===== config.mk =====
export PLATFORM = sky130hd
export DESIGN_NAME = ffsr_pulse_binary_tx_flat
export DESIGN_NICKNAME = d
export VERILOG_FILES = /design/src/rtl/ffsr_pulse_pkg.sv /design/src/rtl/ffsr_pulse_binary_tx_if.sv /design/src/rtl/ffsr_shadow_ctr.sv /design/src/rtl/ffsr_pulse_binary_tx.sv /design/src/flat_wrapper.sv
export SDC_FILE = /design/constraint.sdc
export NUM_CORES = 1
export LEC_CHECK = 0
export CORE_UTILIZATION = 35
export CTS_BUF_LIST = sky130_fd_sc_hd__clkbuf_4 sky130_fd_sc_hd__clkbuf_8
export DETAILED_ROUTE_END_ITERATION = 16
export SETUP_SLACK_MARGIN = 0.3
export SYNTH_ARGS = -nofsm -noshare
export SYNTH_HDL_FRONTEND = slang
export SYNTH_SLANG_ARGS = --single-unit

===== constraint.sdc =====
create_clock -name clk -period 3.8 [get_ports clk]
set_input_delay 0.38 -clock clk [delete_from_list [all_inputs] [get_ports clk]]
set_output_delay 0.38 -clock clk [all_outputs]
set_load 0.05 [all_outputs]

===== src/rtl/ffsr_pulse_pkg.sv =====
// Shared types for the pulse-binary counter pair (tx driver and rx counter).
// Optional inter-pulse gap is enabled by FFSR_PULSE_GAP_EN.
package ffsr_pulse_pkg;

  localparam int FFSR_WIDTH = 3;

  typedef enum logic [1:0] {
    IDLE = 2'd0,
    STEP = 2'd1,
    GAP  = 2'd2
  } state_e;

  typedef enum logic [1:0] {
    UP   = 2'd0,
    DOWN = 2'd1,
    NONE = 2'd2
  } dir_e;

  function automatic dir_e dir_of(
    input logic [31:0] want,
    input logic [31:0] have
  );
    dir_e d;
    d = NONE;
    unique case (1'b1)
      (want > have): d = UP;
      (want < have): d = DOWN;
      default:       d = NONE;
    endcase
    return d;
  endfunction

endpackage


===== src/rtl/ffsr_pulse_binary_tx_if.sv =====
// Target handshake between update logic (master) and the pulse driver (slave).
// Signal names follow the driver's tgt_* port naming.
interface ffsr_pulse_binary_tx_if
  import ffsr_pulse_pkg::*;
#(
  parameter int WIDTH = FFSR_WIDTH
);

  logic             tgt_valid;
  logic [WIDTH-1:0] tgt;
  logic             tgt_ready;

  modport master (
    output tgt_valid,
    output tgt,
    input  tgt_ready
  );

  modport slave (
    input  tgt_valid,
    input  tgt,
    output tgt_ready
  );

endinterface


===== src/rtl/ffsr_shadow_ctr.sv =====
// Mirror of the downstream pulse-binary counter; same update rule.
// Synchronous clr wins over any step sampled on the same edge.
module ffsr_shadow_ctr
  import ffsr_pulse_pkg::*;
#(
  parameter int WIDTH = FFSR_WIDTH
) (
  input  logic             clk,
  input  logic             rst_n,
  input  logic             clr,
  input  logic             inc,
  input  logic             dec,
  output logic [WIDTH-1:0] cnt
);

  logic [WIDTH-1:0] cnt_q, cnt_d;

  always_comb begin
    cnt_d = cnt_q;
    if (clr)
      cnt_d = '0;
    else
      cnt_d = cnt_q + WIDTH'(inc) - WIDTH'(dec);
  end

  always_ff @(posedge clk or negedge rst_n) begin
    if (!rst_n)
      cnt_q <= '0;
    else
      cnt_q <= cnt_d;
  end

  assign cnt = cnt_q;

endmodule


===== src/rtl/ffsr_pulse_binary_tx.sv =====
// Pulse-binary transmit driver: walks the downstream counter to a target.
// Define FFSR_PULSE_GAP_EN to insert one idle cycle between pulses.
module ffsr_pulse_binary_tx
  import ffsr_pulse_pkg::*;
#(
  parameter int WIDTH = FFSR_WIDTH
) (
  input  logic                   clk,
  input  logic                   rst_n,
  input  logic                   clr,
  ffsr_pulse_binary_tx_if.slave  tgt_if,
  output logic                   inc,
  output logic                   dec,
  output logic                   clr_o,
  output logic [WIDTH-1:0]       shadow,
  output logic                   busy,
  output logic                   done
);

  state_e           state_q, state_d;
  logic [WIDTH-1:0] tgt_q, tgt_d;
  logic             inc_q, inc_d;
  logic             dec_q, dec_d;
  logic             done_q, done_d;
  logic             clr_o_q, clr_o_d;
  logic [WIDTH-1:0] pend;
  logic             hs;
  dir_e             dir_new;
  dir_e             dir_cur;

  ffsr_shadow_ctr #(
    .WIDTH (WIDTH)
  ) u_shadow (
    .clk   (clk),
    .rst_n (rst_n),
    .clr   (clr),
    .inc   (inc_q),
    .dec   (dec_q),
    .cnt   (shadow)
  );

  // Value the downstream counter will hold once the pulse in flight lands
  assign pend    = shadow + WIDTH'(inc_q) - WIDTH'(dec_q);
  assign hs      = tgt_if.tgt_valid & tgt_if.tgt_ready;
  assign dir_new = dir_of(32'(tgt_if.tgt), 32'(pend));
  assign dir_cur = dir_of(32'(tgt_q), 32'(pend));

  always_comb begin
    state_d = state_q;
    tgt_d   = tgt_q;
    inc_d   = 1'b0;
    dec_d   = 1'b0;
    done_d  = 1'b0;
    clr_o_d = 1'b0;
    if (clr) begin
      state_d = IDLE;
      clr_o_d = 1'b1;
    end else begin
      unique case (state_q)
        IDLE: begin
          if (hs) begin
            tgt_d = tgt_if.tgt;
            if (dir_new == NONE) begin
              done_d = 1'b1;
            end else begin
              state_d = STEP;
              inc_d   = (dir_new == UP);
              dec_d   = (dir_new == DOWN);
            end
          end
        end
        STEP: begin
          if (dir_cur == NONE) begin
            state_d = IDLE;
            done_d  = 1'b1;
          end else begin
`ifdef FFSR_PULSE_GAP_EN
            state_d = GAP;
`else
            inc_d = (dir_cur == UP);
            dec_d = (dir_cur == DOWN);
`endif
          end
        end
        GAP: begin
          state_d = STEP;
          inc_d   = (dir_cur == UP);
          dec_d   = (dir_cur == DOWN);
        end
        default: state_d = IDLE;
      endcase
    end
  end

  always_ff @(posedge clk or negedge rst_n) begin
    if (!rst_n) begin
      state_q <= IDLE;
      tgt_q   <= '0;
      inc_q   <= 1'b0;
      dec_q   <= 1'b0;
      done_q  <= 1'b0;
      clr_o_q <= 1'b0;
    end else begin
      state_q <= state_d;
      tgt_q   <= tgt_d;
      inc_q   <= inc_d;
      dec_q   <= dec_d;
      done_q  <= done_d;
      clr_o_q <= clr_o_d;
    end
  end

  assign tgt_if.tgt_ready = (state_q == IDLE);
  assign busy             = (state_q != IDLE);
  assign inc              = inc_q;
  assign dec              = dec_q;
  assign done             = done_q;
  assign clr_o            = clr_o_q;

endmodule


===== src/flat_wrapper.sv =====
// flat-port wrapper written by rule: the top's interface ports become plain ports
module ffsr_pulse_binary_tx_flat import ffsr_pulse_pkg::*;
#(
  parameter int WIDTH = FFSR_WIDTH
)
  (clk, rst_n, clr, inc, dec, clr_o, shadow, busy, done, tgt_if_tgt_valid, tgt_if_tgt, tgt_if_tgt_ready);
  ffsr_pulse_binary_tx_if #(.WIDTH(WIDTH)) tgt_if_i ();
  input  logic clk;
  input  logic rst_n;
  input  logic clr;
  output logic inc;
  output logic dec;
  output logic clr_o;
  output logic [WIDTH-1:0] shadow;
  output logic busy;
  output logic done;
  input wire logic [$bits(tgt_if_i.tgt_valid)-1:0] tgt_if_tgt_valid;
  input wire logic [$bits(tgt_if_i.tgt)-1:0] tgt_if_tgt;
  output wire logic [$bits(tgt_if_i.tgt_ready)-1:0] tgt_if_tgt_ready;
  assign tgt_if_i.tgt_valid = tgt_if_tgt_valid;
  assign tgt_if_i.tgt = tgt_if_tgt;
  assign tgt_if_tgt_ready = tgt_if_i.tgt_ready;
  ffsr_pulse_binary_tx #(.WIDTH(WIDTH)) u_core (.clk(clk), .rst_n(rst_n), .clr(clr), .tgt_if(tgt_if_i), .inc(inc), .dec(dec), .clr_o(clr_o), .shadow(shadow), .busy(busy), .done(done));
endmodule

# == Yosys cells after proc, flatten, opt, wreduce, memory -nomap -nowiden ==
# Index checks and enable logic that the tools add are counted.
# word_totals
wordCells,54
output_inout_bits,9
in_bits,7
register_bits,12
# op_classes
n_addsub,2
muxes,24
bitwise,2
magnitude_cmp,4
n_eq_ne,9
n_reduce_logical,6
# ops
op,n
$mux W1,13
$mux W2,4
$pmux W2 S2,2
$eq A2 B1 Y1 const B,3
$eq A2 B2 Y1 const B,3
$gt A3 B3 Y1,2
$logic_not A2 Y1,3
$lt A3 B3 Y1,2
$ne A3 B3 Y1 const B,2
$pmux W1 S3,2
$pmux W2 S3,1
$reduce_and A3 Y1,2
$add A3 B1 Y3,1
$mux W3,1
$ne A3 B2 Y1 const B,1
$sub A3 B1 Y3,1
$pmux W1 S2,1
$reduce_bool A2 Y1,1
$and A1 B1 Y1,1
$not A1 Y1,1

# == Longest topological paths before layout ==
# depth
depth_word,9
ltp_mapped,12
depth_no_buf,12

# == Cells and area by module ==
# From an unflattened synthesis, not the netlist that was laid out.
# unflattened
cells_unflattened,67
area_unflattened_um2,725.7
# by_module_without_submodules
mod,cells_each,area_each_um2,instances,seq_area_each_um2
ffsr_pulse_binary_tx,54,558.0,1,200.2
ffsr_shadow_ctr,13,167.7,1,75.1

# == Worst setup path before layout ==
# OpenSTA, ideal clock, no wires.
# synth_timing
kind,register -> register
startpoint,reg u_core.inc_q (netlist: u_core.inc)
endpoint,reg u_core.inc_q (netlist: u_core.inc)
path_buffers,0
arrival_time_ps,2786
stages_incl_launch_ff,13
t_required_ps,3736
slack_ps,951
setup_time_ps,64
period_less_slack_ps,2849
path_cell_list,dfrtp_1 inv_1 ha_1 inv_1 ha_1 inv_1 fa_1 xor2_1 xnor2_1 ha_1 and3_1 a211oi_1 o21ba_2
# synth_between
elab_chain_cells,9
word_cells_on_any_way,17
cone_classes,2 x add/sub; 4 x order compare; 2 x eq/ne; 7 x mux; 2 x reduce/logical
# synth_lines
item,line_no,source
from (decl),ffsr_pulse_binary_tx.sv:22,"logic inc_q, inc_d;"
from (signal assigned),ffsr_pulse_binary_tx.sv:106,inc_q <= inc_d;
$add A3 B1 Y3 *,ffsr_pulse_binary_tx.sv:43,assign pend = shadow + WIDTH'(inc_q) - WIDTH'(dec_q);
$sub A3 B1 Y3 *,ffsr_pulse_binary_tx.sv:43,
$lt A3 B3 Y1 or $gt A3 B3 Y1 (tied branches),"ffsr_pulse_pkg.sv:27, ffsr_pulse_pkg.sv:26",
$pmux W2 S2,ffsr_pulse_pkg.sv:25,unique case (1'b1)
$eq A2 B2 Y1 or $logic_not A2 Y1 (tied branches),"ffsr_pulse_binary_tx.sv:63, ffsr_pulse_binary_tx.sv:67",
$mux W1,ffsr_pulse_binary_tx.sv:63,if (dir_new == NONE) begin
$mux W1,ffsr_pulse_binary_tx.sv:61,if (hs) begin
$pmux W1 S3 *,ffsr_pulse_binary_tx.sv:59,unique case (state_q)
$mux W1 *,ffsr_pulse_binary_tx.sv:55,if (clr) begin
via u_core.inc_d,ffsr_pulse_binary_tx.sv:22,
# The timed path passes the listed nets; every way through them passes the cells marked *.
# A chain may end at the register's enable or synchronous reset.

# == Final worst setup path ==
# Ends and elaborated chain as after synthesis.

==> results.yml <==
sta:
  finalCritPeriodShare: 0.7049
  timing.final.hold_violations: 0
  holdWs_ns: 0.4446
  fin_ws_ns: 1.121
  relSlewSlack: 0.6673
  max_freq_mhz: 373.3
  setup_viol: 0
  fin_worst_skew_ns: 0.001756
  rsz0062_at_grt: "false"
  worst_slew_pin_slew_ns: 0.4974
  finalSetupTns_ns: 0
  min_period_ns: 2.679
  slew_viol_final: 0
finish:
  drive_gt1_frac: 0.1053
  stdcell_area_um2: 848.3
  nFillCells: 158
  num_antenna_cells: 0
  syn2layout_area_growth_pct: 33.20
  fin_util: 0.4967
  fin_nets: 93
setup_path:
  crit_chain: "inv_1, ha_1, inv_1, ha_1, inv_1, fa_1, xor2_1, xnor2_1, ha_1, and3_1, a211oi_1, o21ba_2"
  critPathLaunchType: "flop"
  slowest_stage: "fa_1"
  required_ns: 4.01
  rrSetupSlack_ns: 1.12
  critPathMaxFanout: 3
  r2r-end: "u_core.inc$_DFF_PN0_"
  slowest_delay_ns: 0.36
  cp_num_cells: 12
  crit_start: "u_core.inc$_DFF_PN0_"
  path_buf_inv: 3
  cp.arrival_ns: 2.89
  cp-end-kind: "flop"
  worstRegToRegCells: 12
  crit_family: "adder cells"
  worstReg2RegStart: "u_core.inc$_DFF_PN0_"
  criticalPathCategory: "flop to flop"
global_routing:
  grt_usage: 0.1424
  antenna_found_initial: 0
  grt_pass1_vias: 436
  grt_start_max_net_pins: 12
  grt_pass1_wl_um: 1890
  grt_overflow_total: 0
synthesis:
  synth_fa_ha_area_frac: 0.1886
  synthMuxAreaShare: 0.05108
  syn_nets: 73
  yosys.area_share.simple: 0.1631
  synth_top_area_cell: "dfrtp_1"
  post-synth-top-count-cell: "dfrtp_1"
  syn-instance-count: 57
  synth_compound_area_frac: 0.1022
  yosysTopAreaCellShare: 0.4322
  syn_area_um2: 636.9
  synth.distinct_cells: 20
  ys_ff_latch: 11
  synth_area_leaders: "dfrtp_1 43%, ha_1 16%, a21oi_1 4.7%, inv_1 3.5%, mux2_2 3.5%"
  synthXorXnorAreaFrac: 0.02750
  synth_commonest_cells: "11 x dfrtp_1, 8 x ha_1, 6 x a21oi_1, 6 x inv_1, 4 x nand3_1"
  yosysWarnings: 0
  synth-edff-count: 0
  ys.flop_type: "dfrtp_1"
  ys_seq_area_frac: 0.4322
  async_flop_share: 1.000
  syn_area_per_cell_um2: 11.17
  synth_top_family_by_area: "adder cells"
place:
  place_ws_ns: 1.121
  dp_hpwl_um: 915.9
  gp_congestion: 0.7506
  place_area_um2: 818.3
  io_buffers: 15
clocking:
  path_clk_slew_ns: 0.07
  cts_resized: 0
  cts_buffer_depth: 2
  cts.root.buffer_cell: "clkbuf_4"
  tritoncts: "yes"
  htree_levels: 1
  cts_hold_buf: 0
  post_cts_buffers: 0
  cts_sinks: 11
  clk_latency_ns: 0.26
  numCtsBuffers: 3
floorplanning:
  die_h_um: 44.66
  rows: 15
  die-area_um2: 1994
  die_w_um: 44.66
  start_util: 0.3729
  core_um2: 1708
  ios: 16
route:
  ant_nets: 0
  drtPass1Iterations: 4
  detail_route.wl_per_cell_um: 11.15
  vias: 472
  drt_iter0_drc: 8
  via_per_inst: 4.673
  drc: 0
  wl_um: 1126
power_and_ir_drop:
  vdd_drop_max_uv: 421.7
  power_density_nw_per_um2: 963.1
  leakage_nw: 0.3923
run_status:
  status: "finished clean"
flow_run:
  maxCapViolations: 0
hold_path:
  min_path_type: "input pin to asynchronous set/reset pin"
-- worst register-to-register path, stage by stage (launching register included) --
cell      delay (ns)
dfrtp_1         0.34
inv_1           0.04
ha_1            0.27
inv_1           0.05
ha_1            0.12
inv_1           0.04
fa_1            0.36
xor2_1          0.16
xnor2_1         0.30
ha_1            0.33
and3_1          0.21
a211oi_1        0.22
o21ba_2         0.16
-- how the worst max path moves through the flow --
stage,endpoint
after floorplan,u_core.inc$_DFF_PN0_
after global placement,u_core.inc$_DFF_PN0_
after detailed placement,u_core.inc$_DFF_PN0_
after CTS,u_core.inc$_DFF_PN0_
after global routing,u_core.inc$_DFF_PN0_
final,u_core.inc$_DFF_PN0_
-- where the power goes --
group / total, mW / switching (mW) / internal [mW] / leakage [nW]
registers: 0.184 / 0.0260 / 0.158 / 0.140
clock network: 0.0874 / 0.0397 / 0.0477 / 0.0184
logic: 0.545 / 0.320 / 0.225 / 0.234
-- cell type report --
cell class	count	area (um2)	area share
clock buffer	4	30.03	0.03540
tap	25	31.28	0.03687
multi-input combinational	40	339.1	0.3997
sequential	11	275.3	0.3245
inverter	6	22.52	0.02655
timing repair buffer	15	150.1	0.1770
-- logic make-up (layout without fill, tap and decap cells) --
family,count (synthesis),count (layout)
compound gates,10,10
xor+xnor,2,2
fa+ha+maj,9,9
buf+inv,6,25
flops,11,11
mux,3,3
simple gates,16,16
-- cells in the final DEF, fill, tap and decap left out --
cell and count:
clkdlybuf4s50_1 15, dfrtp_1 11, ha_1 8, inv_1 6, a21oi_1 6, nand3_1 4, clkbuf_4 4, nor2_1 3
and3_1 2, or3b_1 2, nand3b_1 2, a211oi_1 2, mux2_2 2, nor2b_1 1, xor2_1 1, xnor2_1 1
and2b_1 1, nand2b_4 1, o21ba_2 1, o21ba_1 1, mux2i_1 1, fa_1 1
-- stage by stage --
step	cells	power, mW
2_1_floorplan	57	0.5875
3_3_place_gp	97	0.7225
3_5_place_dp	97	0.7312
4_1_cts	101	0.8241
5_1_grt	101	0.8899
6_report	101	0.8170
-- state kept, by name (all words and copies together) (netlist names) --
signal               flops
u_core.clr_o             1
u_core.tgt_q             3
u_core.done              1
u_core.u_shadow.cnt      3
u_core.state_q           1
u_core.dec               1
u_core.inc               1
-- per-layer routing --
| layer | vias to the layer above | global-route usage | share of wire |
|---|---|---|---|
| met5 | - | 0 | 0 |
| met4 | 0 | 0.09091 | 0.020 |
| met3 | 4 | 0.04898 | 0.044 |
| met2 | 14 | 0.1941 | 0.44 |
| met1 | 211 | 0.1899 | 0.50 |
| li1 | 243 | - | - |
No activity file was read; power rests on OpenSTA's default activity.
